--- config.mk ---
export PLATFORM = sky130hd
export DESIGN_NAME = result_drain_ctrl
export DESIGN_NICKNAME = d
export VERILOG_FILES = /design/src/rtl/mm_pkg.sv /design/src/rtl/matrix_index_counter.sv /design/src/rtl/result_drain_ctrl.sv
export SDC_FILE = /design/constraint.sdc
export NUM_CORES = 1
export LEC_CHECK = 0
export CORE_ASPECT_RATIO = 0.75
export CORE_MARGIN = 2
export CORE_UTILIZATION = 35
export CTS_BUF_LIST = sky130_fd_sc_hd__clkbuf_8
export DETAILED_ROUTE_END_ITERATION = 16
export PLACE_DENSITY = 0.69
export SETUP_SLACK_MARGIN = 0.4
export SYNTH_ARGS = -nofsm -noshare
export SYNTH_HDL_FRONTEND = slang
export SYNTH_HIERARCHICAL = 1
export SYNTH_SLANG_ARGS = --single-unit
--- constraint.sdc ---
create_clock -name clk -period 2 [get_ports clk]
set_input_delay 0.3 -clock clk [delete_from_list [all_inputs] [get_ports clk]]
set_output_delay 0.3 -clock clk [all_outputs]
set_load 0.02 [all_outputs]
--- src/rtl/mm_pkg.sv ---
// Shared definitions for the matrix-multiplier sequencers: state encoding
// and the default result word width.
package mm_pkg;

    localparam int MM_DATA_W = 32;

    localparam logic [2:0] S_IDLE = 3'd0;
    localparam logic [2:0] S_RD   = 3'd1;
    localparam logic [2:0] S_WAIT = 3'd2;
    localparam logic [2:0] S_PUSH = 3'd3;
    localparam logic [2:0] S_DONE = 3'd4;

    typedef enum logic [2:0] {
        ST_IDLE = S_IDLE,
        ST_RD   = S_RD,
        ST_WAIT = S_WAIT,
        ST_PUSH = S_PUSH,
        ST_DONE = S_DONE
    } drain_state_t;

endpackage

--- src/rtl/matrix_index_counter.sv ---
// Row-major (row, col) walker over an N x N matrix; wraps to (0,0) after the
// final element.
module matrix_index_counter
    import mm_pkg::*;
#(
    parameter int N     = 8,
    parameter int IDX_W = $clog2(N)
) (
    input  logic             clk,
    input  logic             rst,
    input  logic             clr,
    input  logic             inc,
    output logic [IDX_W-1:0] row,
    output logic [IDX_W-1:0] col,
    output logic             last
);

    localparam logic [IDX_W-1:0] MAX_IDX = IDX_W'(N - 1);

    assign last = (row == MAX_IDX) && (col == MAX_IDX);

    always_ff @(posedge clk or posedge rst) begin
        if (rst) begin
            row <= '0;
            col <= '0;
        end else if (clr) begin
            row <= '0;
            col <= '0;
        end else if (inc) begin
            if (col == MAX_IDX) begin
                col <= '0;
                row <= (row == MAX_IDX) ? '0 : row + 1'b1;
            end else begin
                col <= col + 1'b1;
            end
        end
    end

endmodule

--- src/rtl/result_drain_ctrl.sv ---
// Drains an N x N result matrix from the multiplier's result RAM onto a
// valid/ready stream in row-major order, one read per element.
module result_drain_ctrl
    import mm_pkg::*;
#(
    parameter int N      = 8,
    parameter int DATA_W = MM_DATA_W,
    parameter int IDX_W  = $clog2(N),
    parameter int ADDR_W = $clog2(N * N)
) (
    input  logic              clk,
    input  logic              rst,
    input  logic              start,
    output logic              busy,
    output logic              done,
    output logic              mem_rd_en,
    output logic [ADDR_W-1:0] mem_addr,
    input  logic [DATA_W-1:0] mem_rd_data,
    output logic              out_valid,
    input  logic              out_ready,
    output logic [DATA_W-1:0] out_data,
    output logic [IDX_W-1:0]  out_row,
    output logic [IDX_W-1:0]  out_col,
    output logic              out_last
);

    localparam bit N_POW2 = ((N & (N - 1)) == 0);

    drain_state_t     state;
    logic [IDX_W-1:0] row;
    logic [IDX_W-1:0] col;
    logic             idx_last;
    logic             clr;
    logic             inc;

    // Power-of-two N turns row*N into a plain shift.
    function automatic logic [ADDR_W-1:0] addr_of(input logic [IDX_W-1:0] r,
                                                  input logic [IDX_W-1:0] c);
        if (N_POW2)
            return (ADDR_W'(r) << IDX_W) | ADDR_W'(c);
        else
            return ADDR_W'(r) * ADDR_W'(N) + ADDR_W'(c);
    endfunction

    // The counter advances as the word is captured, so during PUSH it already
    // points at the next element and the address is ready for the next RD.
    assign clr = (state == ST_IDLE) && start;
    assign inc = (state == ST_WAIT);

    matrix_index_counter #(
        .N     (N),
        .IDX_W (IDX_W)
    ) u_idx (
        .clk  (clk),
        .rst  (rst),
        .clr  (clr),
        .inc  (inc),
        .row  (row),
        .col  (col),
        .last (idx_last)
    );

    always_ff @(posedge clk or posedge rst) begin
        if (rst) begin
            state     <= ST_IDLE;
            busy      <= 1'b0;
            done      <= 1'b0;
            mem_rd_en <= 1'b0;
            mem_addr  <= '0;
            out_valid <= 1'b0;
            out_data  <= '0;
            out_row   <= '0;
            out_col   <= '0;
            out_last  <= 1'b0;
        end else begin
            mem_addr <= (state == ST_IDLE) ? '0 : addr_of(row, col);
            case (state)
                ST_IDLE: begin
                    if (start) begin
                        state     <= ST_RD;
                        busy      <= 1'b1;
                        mem_rd_en <= 1'b1;
                    end
                end
                ST_RD: begin
                    state     <= ST_WAIT;
                    mem_rd_en <= 1'b0;
                end
                // Read data lands here; capture it with its coordinates.
                ST_WAIT: begin
                    state     <= ST_PUSH;
                    out_valid <= 1'b1;
                    out_data  <= mem_rd_data;
                    out_row   <= row;
                    out_col   <= col;
                    out_last  <= idx_last;
                end
                ST_PUSH: begin
                    if (out_ready) begin
                        out_valid <= 1'b0;
                        if (out_last) begin
                            state <= ST_DONE;
                            done  <= 1'b1;
                        end else begin
                            state     <= ST_RD;
                            mem_rd_en <= 1'b1;
                        end
                    end
                end
                ST_DONE: begin
                    state <= ST_IDLE;
                    done  <= 1'b0;
                    busy  <= 1'b0;
                end
                default: state <= ST_IDLE;
            endcase
        end
    end

endmodule

# After elaboration in Yosys (flattened, before gate mapping)
# Index checks and enable logic that the tools add are counted.
# totals
reg_bits	58
# classes
n_eq_ne	10
n_reduce_logical	15
n_addsub	2
mux	22
bitwise_logic	1
# op_table
operator	n
3-bit two-way mux	10
3-bit one-hot mux with 4 select lines	1
2-bit nonzero test	5
3-bit == test, second input constant	3
2-bit inequality test, second input constant	4
2-bit AND reduction	4
3-bit by 1-bit adder with 3-bit output, second input constant	2
3-bit by 2-bit == test with 1-bit output, second input constant	2
1-bit two-way mux	6
6-bit two-way mux	1
6-bit by 3-bit bitwise OR with 6-bit output	1
1-bit one-hot mux with 2 select lines	3
4-bit AND reduction	1
3-bit by 1-bit == test with 1-bit output, second input constant	1
3-bit zero test	1
1-bit one-hot mux with 3 select lines	1
3-bit AND reduction	1
3-bit nonzero test	1
1-bit logical AND	2

# Depth between registers and ports, before layout
# Gate-level depths: netlist of the first run.
# logic_depth
depth_word	5
mapped_depth	6
ltp_nobuf	5

# Cells and area by module
# Netlist of the first run, hierarchy kept.
# by_module_without_submodules
mod	seq_area_each_um2	area_each_um2	cells_each	n_inst
result_drain_ctrl	1301.2	1983.2	129	1
matrix_index_counter	150.1	339.1	29	1

# Worst setup path after synthesis of the first run
# Ideal clock, no wire load.
# synth_path
path_type	reg2reg
from	reg state[2]
to	reg u_idx.col[0]
period_less_slack_ns	1.682
path_buffers	3
required_time_ns	1.927
arrival_ns	1.609
path_stages_with_launch	7
slack_ns	0.318
path_cell_list	dfrtp_1 buf_4 nor3b_4 buf_6 buf_6 or3b_1 a21oi_2
# synth_rtl
item	line_no	source
start: declaration	result_drain_ctrl.sv:29	drain_state_t state;
start signal: assignment	result_drain_ctrl.sv:65	state <= ST_IDLE;
start signal: assignment	result_drain_ctrl.sv:80	state <= ST_RD;
start signal: assignment	result_drain_ctrl.sv:86	state <= ST_WAIT;
3-bit by 2-bit == test with 1-bit output	result_drain_ctrl.sv:48	assign inc = (state == ST_WAIT);
named net inc	result_drain_ctrl.sv:34	logic inc;
2-bit nonzero test (no source line)	-	
end signal: assignment	matrix_index_counter.sv:34	col <= col + 1'b1;
end: declaration	matrix_index_counter.sv:14	output logic [IDX_W-1:0] col,
# The timed path passes the listed nets, and every way through them passes these cells.
# A chain may end at the register's enable or synchronous reset.

# Worst setup path after layout of the first run
# layout_path
from	reg state[2]
to	reg out_data[15]
# layout_via
elab_chain_cells	1
# layout_rtl
item	line_no	source
3-bit by 2-bit == test with 1-bit output	result_drain_ctrl.sv:77	case (state)
end signal: assignment	result_drain_ctrl.sv:93	out_data <= mem_rd_data;
end: declaration	result_drain_ctrl.sv:21	output logic [DATA_W-1:0] out_data,
# No other way between the ends.

==> impl_results.md, run 1 <==
- Most frequent cells in the layout: dfrtp_1 (56), dlygate4sd2_1 (44), clkdlybuf4s50_1 (37)
- I/O Pins: 85
- Initial antenna violation count: 0
- Slowest cell on crit path: dfrtp_2
- FF/Latch Area: 0.00145 mm^2
- Pwr dens: 1580 mW/mm^2
- Die Wd: 98.1 um
- Aggregate global routing overflow: 0
- Largest net degree at the start of global routing: 41
- Util after Layout: 54.2%
- Clock sink count: 58
- Share of layout cells above drive strength 1: 25.6%
- Core ar.: 0.00635 mm^2
- Setup Skew: 0.00647 ns
- DR iter-0 viols: 56
- Min-Delay Path Class: in2async
- Starting Density: 36.6%
- Port Buffers: between 80 and 90
- Final min period: 1.55 ns
- Outcome: finished, final reports clean
- Hold Vio Cnt, Final: 0
- Fillers: 593
- First-pass GRT wire length: roughly 8000 um
- Critical Path RT: 2.22 ns
- Mapped Area: 0.00232 mm^2
- Normalized max-slew margin: 73.5%
- Max incr delay on CP: 0.46 ns
- Final hold slack: 0.249 ns
- Area of placed instances: approximately 0.0032 mm^2
- Overall die height: 74.5 um
- Std cell rows: 25
- DR DRC count: 0
- WL/cell: 14.5 um
- CTS buffer count: 9
- Syn Nets: roughly 200
- Netlist cell types: 26
- TNS Setup: 0 ns
- Max Clock Freq: 647 MHz
- RSZ-0062 raised after global routing: false
- CP max FO: 17
- Syn Area/Cell: 14.7 um^2
- H-tree depth: 3
- Cts hold-fix bufs: 0
- Final nets: 297
- # setup viols final: 0
- Via count: 1586
- Cell area after layout: 0.00344 mm^2
- GRT Total Usage: 14.7%
- ANT nets after route: 0
- Cells after Synth: 158
- Crit path cell chain: nor3b_4 > buf_4 > clkbuf_16 > mux2_2
- Clock transition at path regs: 0.06 ns
- CP Launch Type: flop
- Area Overhead vs Synth: 48.2%
- Die area: 0.00731 mm^2
- Clk_lat worst skew: 0.34 ns
- P_leak: 1.64 nW
- CTS tree: yes
- Multi-input logic area: about 780 um^2
- Tightest Pin Transition: slightly below 0.4 ns
- Sequential share of the synthesized area: 62.5%
- Routed vias/inst: about 4.6
- Final Cycle Share: 77.3%
- Max-slew violations: 0
- Register bit count reported by yosys: 58
- Final Wtd Congestion: 0.808
- Max-cap violation count: 0
- WP data arrival: 1.77 ns
- Power Total: 5.44 mW
- Stages on the worst setup path: 4
- Ant diodes: 0
- Buffers & Inverters on Critical Path: 2
- Commonest non-fill, non-tap cell in the layout: dfrtp_1
- Longest Clk Path Bufs: 2
- Dpl hpwl: 3320 um
- Total iterations of the first detailed-routing run: 2
- CP top delay family: flip-flops
- Synth warnings: 6
- Critical path type: reg2reg
- Final WL: 4980 um
- Maximum VDD drop: a little over 0.0008 V
- Via count of the first global-routing pass: 1662
- Clk Tree Root Cell: clkbuf_8
- Number of cells on the worst reg-to-reg path: 4
- Crit end category: flop
-- worst paths after layout --
check	from	endpoint	slack [ns]
max	state[2]$_DFFE_PP0P_	out_data[15]$_DFFE_PP0P_	0.45
min	rst	u_idx/row[1]$_DFFE_PP0P_	0.25
min in group clk	out_data[29]$_DFFE_PP0P_	out_data[29]$_DFFE_PP0P_	0.48
min reg2reg	out_data[29]$_DFFE_PP0P_	out_data[29]$_DFFE_PP0P_	0.48
max in group asynchronous	rst	state[1]$_DFFE_PP0P_	1.22
max reg2reg	state[2]$_DFFE_PP0P_	out_data[15]$_DFFE_PP0P_	0.45
-- worst reg2reg max path, cell delays in order, from the launching register on --
cell,delay [ns]
dfrtp_2,0.46
nor3b_4,0.29
buf_4,0.18
clkbuf_16,0.17
mux2_2,0.34
-- logic make-up (layout without fill, tap and decap cells) --
group / after synthesis / in the layout / synth area share, %
flops: 58 / 58 / 62.5
buf+inv: 12 / 116 / 3.88
fa+ha+maj: 4 / 4 / 2.16
compound gates: 16 / 16 / 4.96
mux: 40 / 40 / 19.3
simple gates: 28 / 28 / 7.22
-- registers in the layout, summed over array words and instances (netlist names) --
| signal | cells |
|---|---|
| out_data | 32 |
| mem_addr | 6 |
| out_col | 3 |
| out_row | 3 |
| state | 3 |
| u_idx/col | 3 |
| u_idx/row | 3 |
| busy | 1 |
| done | 1 |
| mem_rd_en | 1 |
| out_last | 1 |
| out_valid | 1 |
-- cell type report --
type | count | area share, %
Multi-Input combinational cell | 88 | 22.7
Clock inverter | 6 | 0.764
Tap cell | 81 | 2.95
Clock buffer | 10 | 4.00
Inverter | 5 | 0.545
Sequential cell | 58 | 42.3
Timing Repair Buffer | 95 | 26.8
-- Yosys cell counts --
| cell type | n | area, um^2 |
|---|---|---|
| mux2_1 | 3 | 33.8 |
| nand2b_1 | 3 | 18.8 |
| a2bb2oi_1 | 3 | 26.3 |
| a21bo_2 | 3 | 30.0 |
| or3b_1 | 1 | 8.76 |
| ha_1 | 4 | 50.1 |
| o22ai_1 | 1 | 6.26 |
| nand3_1 | 2 | 10.0 |
| nor4_1 | 1 | 6.26 |
| a221oi_1 | 1 | 8.76 |
| mux2i_1 | 2 | 20.0 |
| nor3_1 | 2 | 10.0 |
| dfrtp_1 | 58 | 1450 |
| nor2b_1 | 6 | 37.5 |
| nand2_1 | 3 | 11.3 |
| o21ai_0 | 2 | 10.0 |
| a21oi_1 | 5 | 25.0 |
| a21oi_2 | 1 | 8.76 |
| and2_1 | 2 | 12.5 |
| buf_4 | 2 | 15.0 |
| mux2_2 | 35 | 394 |
| inv_1 | 5 | 18.8 |
| buf_6 | 5 | 56.3 |
| nor2_1 | 6 | 22.5 |
| nor3b_4 | 1 | 18.8 |
| nand4bb_1 | 1 | 11.3 |
-- timing repair --
| item | CTS | global route |
|---|---|---|
| endpoints found under the hold margin | 0 | 0 |
| gates cloned | 0 | 1 |
| gates resized for setup | 45 | 5 |
| setup endpoints to repair | 45 | 19 |
| setup buffers | 0 | 6 |
| pin swaps | 0 | 1 |
-- per-stage QoR --
stage	setup WS, ns	std cells
finish	0.455	343
global route	0.376	343
CTS	0.402	336
detailed placement	0.412	320
global placement	0.451	320
floorplan	0.350	158
-- report_power, final --
| group | switching, mW | leakage (nW) | internal, mW |
|---|---|---|---|
| clock network | 0.439 | 0.0996 | 0.462 |
| logic | 1.26 | 0.842 | 1.26 |
| registers | 0.296 | 0.703 | 1.73 |
| total | 1.99 | 1.64 | 3.45 |
-- metal layers --
metal	vias to the layer above	global-route usage [%]	wire length (um)
met5	-	0	0
met3	4	11.7	674
met2	69	19.8	2050
met4	0	4.32	29
met1	762	18.1	2220
li1	751	-	-
(Power assumes the default switching activity.)
==> run 2, diff against run 1 <==
==> constraint.sdc (replaced) <==
create_clock -name clk -period 1.5 [get_ports clk]
set_input_delay 0.225 -clock clk [delete_from_list [all_inputs] [get_ports clk]]
set_output_delay 0.225 -clock clk [all_outputs]
set_load 0.02 [all_outputs]
==> run 2 against run 1 <==
Effect of this change:
- hold slack worse by 0.043 ns
- sequential cell count stayed put
- routed wire length is 17% higher
- non-clock buffer count up 42
- sequential share of layout area down 7.0 points
- die area did not move
- clock-buffer cell count unchanged
- critical path type unchanged
- largest cell class unchanged
- highest routed layer unchanged
==> impl_results.md, run 2 (synthesized netlist as in run 1, its figures left out) <==
- Max Clock Freq: 686 MHz (+5.9%)
- Fillers: 471 (-21%)
- Clock sink count: 58 (unchanged)
- Largest registers: out_data x32, mem_addr x6
- ANT nets after route: 0 (unchanged)
- Cts hold-fix bufs: 0 (unchanged)
- Ant diodes: 0 (unchanged)
- Starting Density: 36.6% (unchanged)
- Dpl hpwl: 3660 um (+10%)
- I/O Pins: 85 (unchanged)
- Die Wd: 98.1 um (unchanged)
- H-tree depth: 3 (unchanged)
- WL/cell: 15.2 um (+4.7%)
- Die area: 0.00731 mm^2 (unchanged)
- Routed vias/inst: 4.56 (-1.4%)
- Clk_lat worst skew: 0.33 ns (about the same)
- Via count: 1756 (+11%)
- Largest net degree at the start of global routing: 29 (-29%)
- Reg-to-reg startpoint: state[0]$_DFFE_PP0P_
- Maximum VDD drop: 0.00111 V (+37%)
- WP data arrival: 1.72 ns (-0.05 ns)
- Aggregate global routing overflow: 0 (unchanged)
- Share of layout cells above drive strength 1: 56.9% (+31 points)
- CP max FO: 11 (-6)
- # setup viols final: 0 (unchanged)
- Number of cells on the worst reg-to-reg path: 4 (unchanged)
- Tightest Pin Transition: 0.308 ns (-0.0858 ns)
- Area Overhead vs Synth: 77.0%
- GRT Total Usage: 16.4% (+1.6 points)
- RSZ-0062 raised after global routing: true
- Via count of the first global-routing pass: 1775 (+6.8%)
- Total iterations of the first detailed-routing run: 4 (+2)
- Most frequent cells in the layout: dfrtp_1 (58), buf_6 (50), buf_4 (42)
- Final Cycle Share: 97.2% (+20 points)
- Critical Path RT: 1.76 ns (-0.46 ns)
- Port Buffers: 84 (unchanged)
- Hold Vio Cnt, Final: 0 (unchanged)
- Initial antenna violation count: 0 (unchanged)
- Longest Clk Path Bufs: 2 (unchanged)
- Final WL: 5850 um (+17%)
- Outcome: finished, final reports clean
- CP Launch Type: flop
- Pwr dens: 2260 mW/mm^2 (+43%)
- P_leak: 1.94 nW (+18%)
- Overall die height: 74.5 um (unchanged)
- First-pass GRT wire length: 9050 um (+13%)
- R2R Path End: u_idx/col[0]$_DFFE_PP0P_
- Normalized max-slew margin: 79.5% (+6.0 points)
- DR DRC count: 0 (unchanged)
- TNS Setup: 0 ns (unchanged)
- Clk Tree Root Cell: clkbuf_8
- Final Wtd Congestion: 0.746 (-7.6%)
- CTS buffer count: 9 (unchanged)
- Final min period: 1.46 ns (-0.0868 ns)
- Clock transition at path regs: 0.07 ns (about the same)
- Largest register FFs: 32 (unchanged)
- Critical path type: reg2reg
- Max-cap violation count: 0 (unchanged)
- Final nets: 339 (+14%)
- Min-Delay Path Class: in2async
- Core ar.: 0.00635 mm^2 (unchanged)
- Commonest non-fill, non-tap cell in the layout: dfrtp_1
- DR iter-0 viols: 38 (-32%)
- FF/Latch Area: 0.00145 mm^2 (-0.17%)
- Max-slew violations: 0 (unchanged)
- Multi-input logic area: 978 um^2 (+25%)
- CTS tree: yes
- Crit end category: flop
- Biggest register: out_data
- Std cell rows: 25 (unchanged)
- Util after Layout: 64.7% (+11 points)
- R2R Setup Slk: 0.04 ns (-0.41 ns)
- Setup Skew: 0.00712 ns (+0.000643 ns)
-- run 2: cell types whose count changed in the layout (fill, tap and decap cells not counted), sizes merged --
cell,previous run,this run
buf,10,102
dlygate4sd2,44,0
clkinvlp,0,3
dlymetal6s2s,3,0
inv,8,5
clkdlybuf4s50,37,35
clkbuf,11,10
-- run 2: worst max-delay path by stage --
stage / startpoint / endpoint
after floorplan: state[2]$_DFFE_PP0P_ / u_idx/col[0]$_DFFE_PP0P_
after global placement: state[0]$_DFFE_PP0P_ / out_data[30]$_DFFE_PP0P_
after detailed placement: state[0]$_DFFE_PP0P_ / out_data[26]$_DFFE_PP0P_
after CTS: state[2]$_DFFE_PP0P_ / out_data[26]$_DFFE_PP0P_
after global routing: state[0]$_DFFE_PP0P_ / u_idx/col[0]$_DFFE_PP0P_
final: state[0]$_DFFE_PP0P_ / u_idx/col[0]$_DFFE_PP0P_
-- run 2: stage by stage --
stage	worst slack, ns	hold slack, ns	power [mW]	instance area (um^2)	cells
5_1_grt	0.00508	0.247	9.82	4110	385
3_5_place_dp	0.0361	0.481	7.09	3490	331
4_1_cts	0.0756	0.203	9.01	3930	370
2_1_floorplan	-0.150	0.0160	5.21	2440	158
6_report	0.0414	0.206	9.31	4110	385
3_3_place_gp	0.0640	0.486	7.02	3490	331
-- run 2: report_power, final --
group | switching [mW] | total, mW | internal (mW)
Combinational | 2.06 | 5.25 | 3.18
Clock | 0.603 | 1.23 | 0.628
Sequential | 0.519 | 2.83 | 2.31
Total | 3.18 | 9.31 | 6.12
-- run 2: layout make-up --
class | count | share of cell area [%]
Sequential cell | 58 | 35.3
Timing Repair Buffer | 137 | 33.7
Multi-Input combinational cell | 88 | 23.8
Clock buffer | 10 | 3.35
Tap cell | 81 | 2.47
Clock inverter | 6 | 0.822
Inverter | 5 | 0.548
-- run 2: critical path, stage by stage (launching register included) --
cell     delay (ns)
dfrtp_1        0.41
nor3b_4        0.26
buf_12         0.19
or3b_1         0.39
a21oi_2        0.14
-- run 2: repair_timing --
| item | 4_1_cts | 5_1_grt |
|---|---|---|
| gates resized for setup | 289 | 26 |
| buffers inserted | 22 | 15 |
| cloned | 1 | 0 |
| pin swaps | 6 | 6 |
| endpoints found under the setup margin | 104 | 102 |
-- run 2: per-layer routing --
metal | vias up | share of wire (%) | track usage [%] | wire length [um]
met5 | - | 0 | 0 | 0
met4 | 0 | 0.63 | 3.24 | 37
met3 | 6 | 6.6 | 6.77 | 384
met2 | 59 | 47 | 25.4 | 2780
met1 | 858 | 45 | 22.0 | 2650
li1 | 833 | - | - | -
==> run 3, diff against run 2 <==
--- a/config.mk
+++ b/config.mk
@@ -10,6 +10,7 @@
 export CORE_UTILIZATION = 35
 export CTS_BUF_LIST = sky130_fd_sc_hd__clkbuf_8
 export DETAILED_ROUTE_END_ITERATION = 16
+export GPL_ROUTABILITY_DRIVEN = 0
 export PLACE_DENSITY = 0.69
 export SETUP_SLACK_MARGIN = 0.4
 export SYNTH_ARGS = -nofsm -noshare
==> results of run 3 <==
Final layout, timing and power as in run 2 (identical DEF).
